$ cat config.mk
export PLATFORM = sky130hd
export DESIGN_NAME = g_rd_ctrl_flat
export DESIGN_NICKNAME = d
export VERILOG_FILES = /design/src/rtl/g_rd_ctrl_if.sv /design/src/rtl/g_rd_ctrl.sv /design/src/flat_wrapper.sv
export SDC_FILE = /design/constraint.sdc
export NUM_CORES = 1
export LEC_CHECK = 0
export CORE_MARGIN = 1
export CORE_UTILIZATION = 51
export DETAILED_ROUTE_END_ITERATION = 10
export PLACE_DENSITY_LB_ADDON = 0.12
export SLEW_MARGIN = 10
export SYNTH_ARGS = -nofsm -noshare
export SYNTH_HDL_FRONTEND = slang
export SYNTH_SLANG_ARGS = --single-unit
$ cat constraint.sdc
create_clock -name clk -period 5.1 [get_ports clk]
set_clock_uncertainty 0.1 [all_clocks]
set_input_delay 1.02 -clock clk [delete_from_list [all_inputs] [get_ports clk]]
set_output_delay 1.02 -clock clk [all_outputs]
set_load 0.02 [all_outputs]
$ cat src/rtl/g_rd_ctrl_if.sv
// rtl/g_rd_ctrl_if.sv - control, g memory read port and output stream bundle for g_rd_ctrl
interface g_rd_ctrl_if #(
  parameter int G_ADDR_W = 8,
  parameter int G_DAT_W  = 64
);
  logic                start;
  logic                busy;
  logic                done;
  logic                parity_ok;
  logic [G_ADDR_W-1:0] g_addr;
  logic                g_re;
  logic [G_DAT_W-1:0]  g_din;
  logic                out_valid;
  logic                out_ready;
  logic [G_DAT_W-1:0]  out_dat;
  logic                out_last;

  modport master (
    input  start, g_din, out_ready,
    output busy, done, parity_ok, g_addr, g_re, out_valid, out_dat, out_last
  );

  modport slave (
    output start, g_din, out_ready,
    input  busy, done, parity_ok, g_addr, g_re, out_valid, out_dat, out_last
  );
endinterface

$ cat src/rtl/g_rd_ctrl.sv
// rtl/g_rd_ctrl.sv - streams the g polynomial from memory through a 2-entry buffer with parity check
// Optional G_RD_MASK_EN: zero the unused high bits of the final word on out_dat.
module g_rd_ctrl #(
  parameter int G_ADDR_W  = 8,
  parameter int G_DAT_W   = 64,
  parameter int LAST_ADDR = 172,
  parameter int LAST_BITS = 51
) (
  input  logic        clk,
  input  logic        rst,
  g_rd_ctrl_if.master bus
);
  typedef enum logic [1:0] {IDLE, READ, DRAIN, FIN} state_t;

  localparam logic [G_ADDR_W-1:0] LAST_A     = G_ADDR_W'(LAST_ADDR);
  localparam logic [G_DAT_W-1:0]  VALID_MASK = {G_DAT_W{1'b1}} >> (G_DAT_W - LAST_BITS);

  state_t              state, state_nxt;
  logic [G_ADDR_W-1:0] cnt;
  logic                pend, pend_last;
  logic [G_DAT_W-1:0]  fifo_dat  [2];
  logic                fifo_last [2];
  logic                wr_ptr, rd_ptr;
  logic [1:0]          fifo_cnt;
  logic                acc, par_q;

  logic                fifo_ne, pop, fpop, push, issue, start_acc;
  logic [1:0]          occ;
  logic [G_DAT_W-1:0]  head_dat, out_word, ret_word;
  logic                head_last, acc_nxt;

  // A word returning this cycle is visible immediately when the buffer is empty.
  assign fifo_ne   = (fifo_cnt != 2'd0);
  assign head_dat  = fifo_ne ? fifo_dat[rd_ptr]  : bus.g_din;
  assign head_last = fifo_ne ? fifo_last[rd_ptr] : pend_last;
  assign occ       = fifo_cnt + {1'b0, pend};
  assign pop       = bus.out_valid && bus.out_ready;
  assign fpop      = pop && fifo_ne;
  assign push      = pend && !(!fifo_ne && pop);
  assign issue     = (state == READ) && ((occ - {1'b0, pop}) <= 2'd1);
  assign start_acc = (state == IDLE) && bus.start;

  assign ret_word  = pend_last ? (bus.g_din & VALID_MASK) : bus.g_din;
  assign acc_nxt   = acc ^ (pend & (^ret_word));

`ifdef G_RD_MASK_EN
  assign out_word = head_last ? (head_dat & VALID_MASK) : head_dat;
`else
  assign out_word = head_dat;
`endif

  assign bus.out_valid = fifo_ne || pend;
  assign bus.out_dat   = bus.out_valid ? out_word : '0;
  assign bus.out_last  = bus.out_valid && head_last;
  assign bus.g_re      = issue;
  assign bus.g_addr    = cnt;
  assign bus.parity_ok = par_q;

  always_comb begin
    state_nxt = state;
    bus.busy  = 1'b0;
    bus.done  = 1'b0;
    case (state)
      IDLE:  if (bus.start) state_nxt = READ;
      READ: begin
        bus.busy = 1'b1;
        if (issue && (cnt == LAST_A)) state_nxt = DRAIN;
      end
      DRAIN: begin
        bus.busy = 1'b1;
        if (pop && head_last) state_nxt = FIN;
      end
      FIN: begin
        bus.done  = 1'b1;
        state_nxt = IDLE;
      end
      default: state_nxt = IDLE;
    endcase
  end

  always_ff @(posedge clk) begin
    if (rst) begin
      state     <= IDLE;
      cnt       <= '0;
      pend      <= 1'b0;
      pend_last <= 1'b0;
      wr_ptr    <= 1'b0;
      rd_ptr    <= 1'b0;
      fifo_cnt  <= 2'd0;
      acc       <= 1'b0;
      par_q     <= 1'b0;
    end else begin
      state     <= state_nxt;
      pend      <= issue;
      pend_last <= issue && (cnt == LAST_A);
      if (start_acc) begin
        cnt   <= '0;
        acc   <= 1'b0;
        par_q <= 1'b0;
      end else begin
        if (issue && (cnt != LAST_A)) cnt <= cnt + 1'b1;
        acc <= acc_nxt;
        if ((state == DRAIN) && (state_nxt == FIN)) par_q <= acc_nxt;
      end
      if (push) wr_ptr <= ~wr_ptr;
      if (fpop) rd_ptr <= ~rd_ptr;
      fifo_cnt <= fifo_cnt + {1'b0, push} - {1'b0, fpop};
    end
  end

  // Buffer storage needs no reset: occupancy alone decides what is visible.
  always_ff @(posedge clk) begin
    if (push) begin
      fifo_dat[wr_ptr]  <= bus.g_din;
      fifo_last[wr_ptr] <= pend_last;
    end
  end
endmodule

$ cat src/flat_wrapper.sv
// flat-port wrapper written by rule: the top's interface ports become plain ports
module g_rd_ctrl_flat 
#(
  parameter int G_ADDR_W  = 8,
  parameter int G_DAT_W   = 64,
  parameter int LAST_ADDR = 172,
  parameter int LAST_BITS = 51
)
  (clk, rst, bus_start, bus_g_din, bus_out_ready, bus_busy, bus_done, bus_parity_ok, bus_g_addr, bus_g_re, bus_out_valid, bus_out_dat, bus_out_last);
  g_rd_ctrl_if #(.G_ADDR_W(G_ADDR_W), .G_DAT_W(G_DAT_W)) bus_i ();
  input  logic clk;
  input  logic rst;
  input wire logic [$bits(bus_i.start)-1:0] bus_start;
  input wire logic [$bits(bus_i.g_din)-1:0] bus_g_din;
  input wire logic [$bits(bus_i.out_ready)-1:0] bus_out_ready;
  output wire logic [$bits(bus_i.busy)-1:0] bus_busy;
  output wire logic [$bits(bus_i.done)-1:0] bus_done;
  output wire logic [$bits(bus_i.parity_ok)-1:0] bus_parity_ok;
  output wire logic [$bits(bus_i.g_addr)-1:0] bus_g_addr;
  output wire logic [$bits(bus_i.g_re)-1:0] bus_g_re;
  output wire logic [$bits(bus_i.out_valid)-1:0] bus_out_valid;
  output wire logic [$bits(bus_i.out_dat)-1:0] bus_out_dat;
  output wire logic [$bits(bus_i.out_last)-1:0] bus_out_last;
  assign bus_i.start = bus_start;
  assign bus_i.g_din = bus_g_din;
  assign bus_i.out_ready = bus_out_ready;
  assign bus_busy = bus_i.busy;
  assign bus_done = bus_i.done;
  assign bus_parity_ok = bus_i.parity_ok;
  assign bus_g_addr = bus_i.g_addr;
  assign bus_g_re = bus_i.g_re;
  assign bus_out_valid = bus_i.out_valid;
  assign bus_out_dat = bus_i.out_dat;
  assign bus_out_last = bus_i.out_last;
  g_rd_ctrl #(.G_ADDR_W(G_ADDR_W), .G_DAT_W(G_DAT_W), .LAST_ADDR(LAST_ADDR), .LAST_BITS(LAST_BITS)) u_core (.clk(clk), .rst(rst), .bus(bus_i));
endmodule
### Word-level counts from Yosys, hierarchy flattened

Memory sizes are Yosys's and may differ from the RTL's. A register that Yosys moved wholly into a read port is not among the register bits.
Index checks and enable logic that the tools add are counted.

* flip-flop bits (word level): 18
* memory bits (writable): 130
* input port bits: 68
* output and inout bits: 78
* word-level logic and storage cells: 62
* memories: 2

* add/sub/neg operators: 5
* magnitude comparators: 1
* equal/unequal tests: 6
* muxes and demuxes: 16
* bitwise gates (word level): 4
* reduce and logical (&&, ||, !) cells: 19

Memory list
* u_core.fifo_dat: depth 2, width 64, rd ports 1, clocked after memory_dff 1, write ports 1, RTL line g_rd_ctrl.sv:21 `logic [G_DAT_W-1:0] fifo_dat [2];`
* u_core.fifo_last: depth 2, width 1, rd ports 1, clocked after memory_dff 1, write ports 1, RTL line g_rd_ctrl.sv:22 `logic fifo_last [2];`

Operators by type and width (count)
* $mux W64: 3
* $reduce_xor A64 Y1: 1
* $logic_and A1 B1 Y1: 11
* $mux W1: 9
* $add A8 B1 Y8 const B: 1
* $eq A8 B8 Y1 const B: 1
* $ne A8 B8 Y1 const B: 1
* $pmux W2 S4: 1
* $eq A2 B2 Y1 const B: 3
* $mux W2: 3
* $add A2 B1 Y2: 2
* $reduce_or A2 Y1: 2
* $sub A2 B1 Y2: 2
* $eq A2 B1 Y1 const B: 1
* $le A2 B1 Y1 const B: 1
* $logic_not A1 Y1: 2
* $logic_not A2 Y1: 1
* $not A1 Y1: 2
* $reduce_bool A2 Y1: 1
* $and A1 B1 Y1: 1
* $logic_or A1 B1 Y1: 1
* $xor A1 B1 Y1: 1

### Logic depth before layout (Yosys ltp)

* word-level depth: 11
* mapped depth: 14
* depth with buffers taken out: 11

### Worst setup path before layout

Ideal clock, no wire load.

* path type: input port to flip-flop
* from: input bus_out_ready
* to: memory u_core.fifo_dat[0][0] (enable)
* library setup time: 496 ps
* arrival time: 4194 ps
* required time: 4504 ps
* path slack: 310 ps
* stages: 2
* buffers on the path: 0
* cells stage by stage: a21oi_1 -> nor2b_1

* word-level cells in the longest chain between the ends: 6

RTL lines
* from (decl): RTL line flat_wrapper.sv:15 `input wire logic [$bits(bus_i.out_ready)-1:0] bus_out_ready;`
* $logic_and A1 B1 Y1: RTL line g_rd_ctrl.sv:37 `assign pop = bus.out_valid && bus.out_ready;`
* $logic_and A1 B1 Y1: RTL line g_rd_ctrl.sv:39 `assign push = pend && !(!fifo_ne && pop);`
* $logic_not A1 Y1: RTL line g_rd_ctrl.sv:39
* $logic_and A1 B1 Y1: RTL line g_rd_ctrl.sv:39
* $mux W1: RTL line g_rd_ctrl.sv:113 `if (push) begin`
* $mux W1 (not written as such): RTL line g_rd_ctrl.sv:114 `fifo_dat[wr_ptr] <= bus.g_din;`
* to (decl): RTL line g_rd_ctrl.sv:21

Every way passes these cells.

### Worst setup path after layout

* from: input bus_out_ready
* to: output bus_g_re

* word-level cells in the longest chain between the ends: 4

RTL lines
* $logic_and A1 B1 Y1: RTL line g_rd_ctrl.sv:37
* $sub A2 B1 Y2: RTL line g_rd_ctrl.sv:40 `assign issue = (state == READ) && ((occ - {1'b0, pop}) <= 2'd1);`
* $le A2 B1 Y1: RTL line g_rd_ctrl.sv:40
* $logic_and A1 B1 Y1: RTL line g_rd_ctrl.sv:40
* to (decl): RTL line flat_wrapper.sv:20 `output wire logic [$bits(bus_i.g_re)-1:0] bus_g_re;`

Every way passes these cells.

==> flow_summary.ini <==
[logic_synthesis]
synth_ff_type = edfxtp_1
synthAdderAreaFrac_pct = 1.822
synth_edf_count = 130
yosys_warnings = 0
syn_avg_cell_area_um2 = 13.11
synth_xor_area_share_pct = 9.874
syn_area_um2 = 6868
ys_seq_elements = 149
synthCells = 524
yosysSeqAreaShare_pct = 62.38
synth_simple_gate_area_share_pct = 7.961
async_flop_share_pct = 0
syn_nets = 602
synth_mux_area_share_pct = 9.619
synth_top_family_by_area = XOR/XNOR gates
synth_cell_types = 29
synth-compound-area-share_pct = 6.103

[final_layout]
drive_gt1_share_pct = 6.074
antenna_cells = 0
nNetsFinal = 740
final_common_cell = clkdlybuf4s50_1
final_cell_mix = 145 x clkdlybuf4s50_1, 130 x edfxtp_1, 69 x o21ai_0, 66 x mux2i_1, 66 x nand3_1
area_delta_synth_final_pct = 32.30
fin_util_pct = 68.89

[floorplan]
fp.dieH_um = 118.0
initial_core_util_pct = 52.07
rows = 42
pin_count = 146
die-area_um2 = 13930
coreArea_um2 = 13190
die_w_um = 118.0

[setup_path]
r2r_slack_ns = 2.17
end_kind = primary output
cp.required_ns = 3.98
path_class = in -> out
startpoint_type = primary input
crit_fanout = 4
reg2reg_depth = 7
r2r_start = u_core.pend_last$_SDFF_PP0_
r2r-end = u_core.bus.parity_ok$_SDFFE_PP0P_
cp.arrival_ns = 3.09

[timing]
layout_setup_ws_ns = 0.8872
max_freq_mhz = 237.4
setup_viol = 0
holdWs_ns = 0.4211
worst_pin_slew_ns = 1.151
tns_ns = 0
rsz0062_at_grt = no
period_share_pct = 82.60
period_minus_slack_ns = 4.213
slew_violations = 0
hold_violations = 0
timing.slew.headroom_pct = 23.30

[power_and_ir_drop]
power_leakage_nw = 2.956
clkPwrFrac_pct = 26.9
peakVddDrop_mv = 0.7779
seq_power_share_pct = 32.3
p_comb_share_pct = 40.8
p_sw_share_pct = 34.35
power_switching_mw = 1.593
powerDensity_nw_per_um2 = 510.2
internal_power_mw = 3.043

[route]
wire_per_inst_um = 17.00
drt_iter0_drc = 272
vias = 4605
vias_per_cell = 5.411
drt-total-wl_um = 14470
ant_nets = 0
first_pass_iters = 4
drcViolationCount = 0

[clocking]
cts_tree = yes
cts_buffer_depth = 2
ctsHoldBuffers = 0
clk_pin_slew_ns = 0.06
htreeDepth = 4
clock_latency_ns = 0.41
cts-root-buf = clkbuf_16
cts_buffers = 17
clkSinkCount = 149
cts_resized = 0
cts_setup_buffers = 0

[place]
dp_hpwl_um = 8762
io_buffers = 145
place_congestion = 0.8593
place_ws_ns = 0.9051

[worst_hold_path]
hold_path_end = u_core.fifo_last[0]$_DFFE_PP_
whs_path_depth = 0
hp-start = u_core.pend_last$_SDFF_PP0_
holdCritPathClass = reg -> reg

[flow_run]
drv_cap = 0

[global_route]
antenna_found_initial = 0
overflow = 0
grt_max_degree = 133
grt_pass1_wl_um = 23180
grt_pass1_vias = 4578
grt.total_usage_pct = 21.51

[status]
status = completed
==> through the flow <==
stage	instance area [µm²]	power [mW]	instances
after floorplan	6868	2.643	524
final	9086	4.636	851
after global routing	9086	4.844	851
after global placement	8483	3.395	819
after CTS	9086	4.677	851
after detailed placement	8483	3.427	819
==> routing by layer <==
layer  vias up  part of all wire, %  track usage (%)  wire (µm)
met3        19                  4.0            3.924        573
met1      2246                   46            28.08       6618
met2       123                   49            35.29       7055
met5         -                    0                0          0
li1       2217                    -                -          -
met4         0                  1.5            9.135        222
==> sequential cells by signal, summed over array words and instances (netlist names), named ones only <==
signal and count:
u_core.wr_ptr 1, u_core.bus.g_addr 8, u_core.rd_ptr 1, u_core.fifo_cnt 2
u_core.fifo_dat 128, u_core.pend 1, u_core.pend_last 1, u_core.bus.parity_ok 1
u_core.state 2, u_core.acc 1, u_core.fifo_last 2
==> power by group through the flow <==
stage	clock network [mW]	logic (mW)	registers [mW]
global route	1.32	2.02	1.51
floorplan	0	1.18	1.46
global placement	0	1.87	1.52
detailed placement	0	1.90	1.53
finish	1.25	1.89	1.50
CTS	1.27	1.91	1.50
==> worst max-delay path by stage <==
stage | from | to | cells after the start
global route | bus_out_ready | bus_g_re | 8
finish | bus_out_ready | bus_g_re | 8
floorplan | bus_out_ready | u_core.fifo_dat[0][0]$_DFFE_PP_ | 2
CTS | bus_out_ready | bus_g_re | 8
detailed placement | bus_out_ready | bus_g_re | 8
global placement | bus_out_ready | bus_g_re | 8
==> cells by family after synthesis <==
group / after synthesis
flip-flops: 149
AND/OR/NAND/NOR: 110
AO/OA/AOI/OAI: 80
XOR/XNOR: 68
multiplexers: 66
buffers and inverters: 41
adder cells (fa/ha/maj): 10
==> synth_stat cells, types with 2 or more instances <==
cell type  number  area [µm²]
or3_1           4       25.02
nor2b_1         6       37.54
edfxtp_1      130        3904
inv_1          10       37.54
nor3_1          3       15.01
nand3_1        66       330.3
xor2_1         13       113.9
xnor3_1         6       135.1
a21oi_1         4       20.02
mux2i_1        66       660.6
o21ai_0        69       345.3
nor2_1         15       56.30
nand2_1         8       30.03
buf_1           7       26.28
xnor2_1        49       429.2
nand4_1         2       12.51
ha_1           10       125.1
and2_1          2       12.51
dfxtp_1        19       380.4
and3_1          3       18.77
clkbuf_1       24       90.09
==> final cells by class <==
cell class / count / area (µm²)
Multi-Input combinational cell: 334 / 2447
Timing Repair Buffer: 150 / 1489
Inverter: 10 / 37.54
Tap cell: 176 / 220.2
Clock inverter: 10 / 85.08
Clock buffer: 22 / 518.0
Sequential cell: 149 / 4289
Fill cell: 972 / 4104
==> worst max-delay path: stages <==
cell and delay (ns):
clkdlybuf4s50_1 0.46, and2_1 0.17, ha_1 0.29, nor2b_1 0.14, xnor2_1 0.18, nand2_1 0.16, inv_1 0.08, clkdlybuf4s50_1 0.60
No activity file was read; power rests on OpenSTA's default activity.
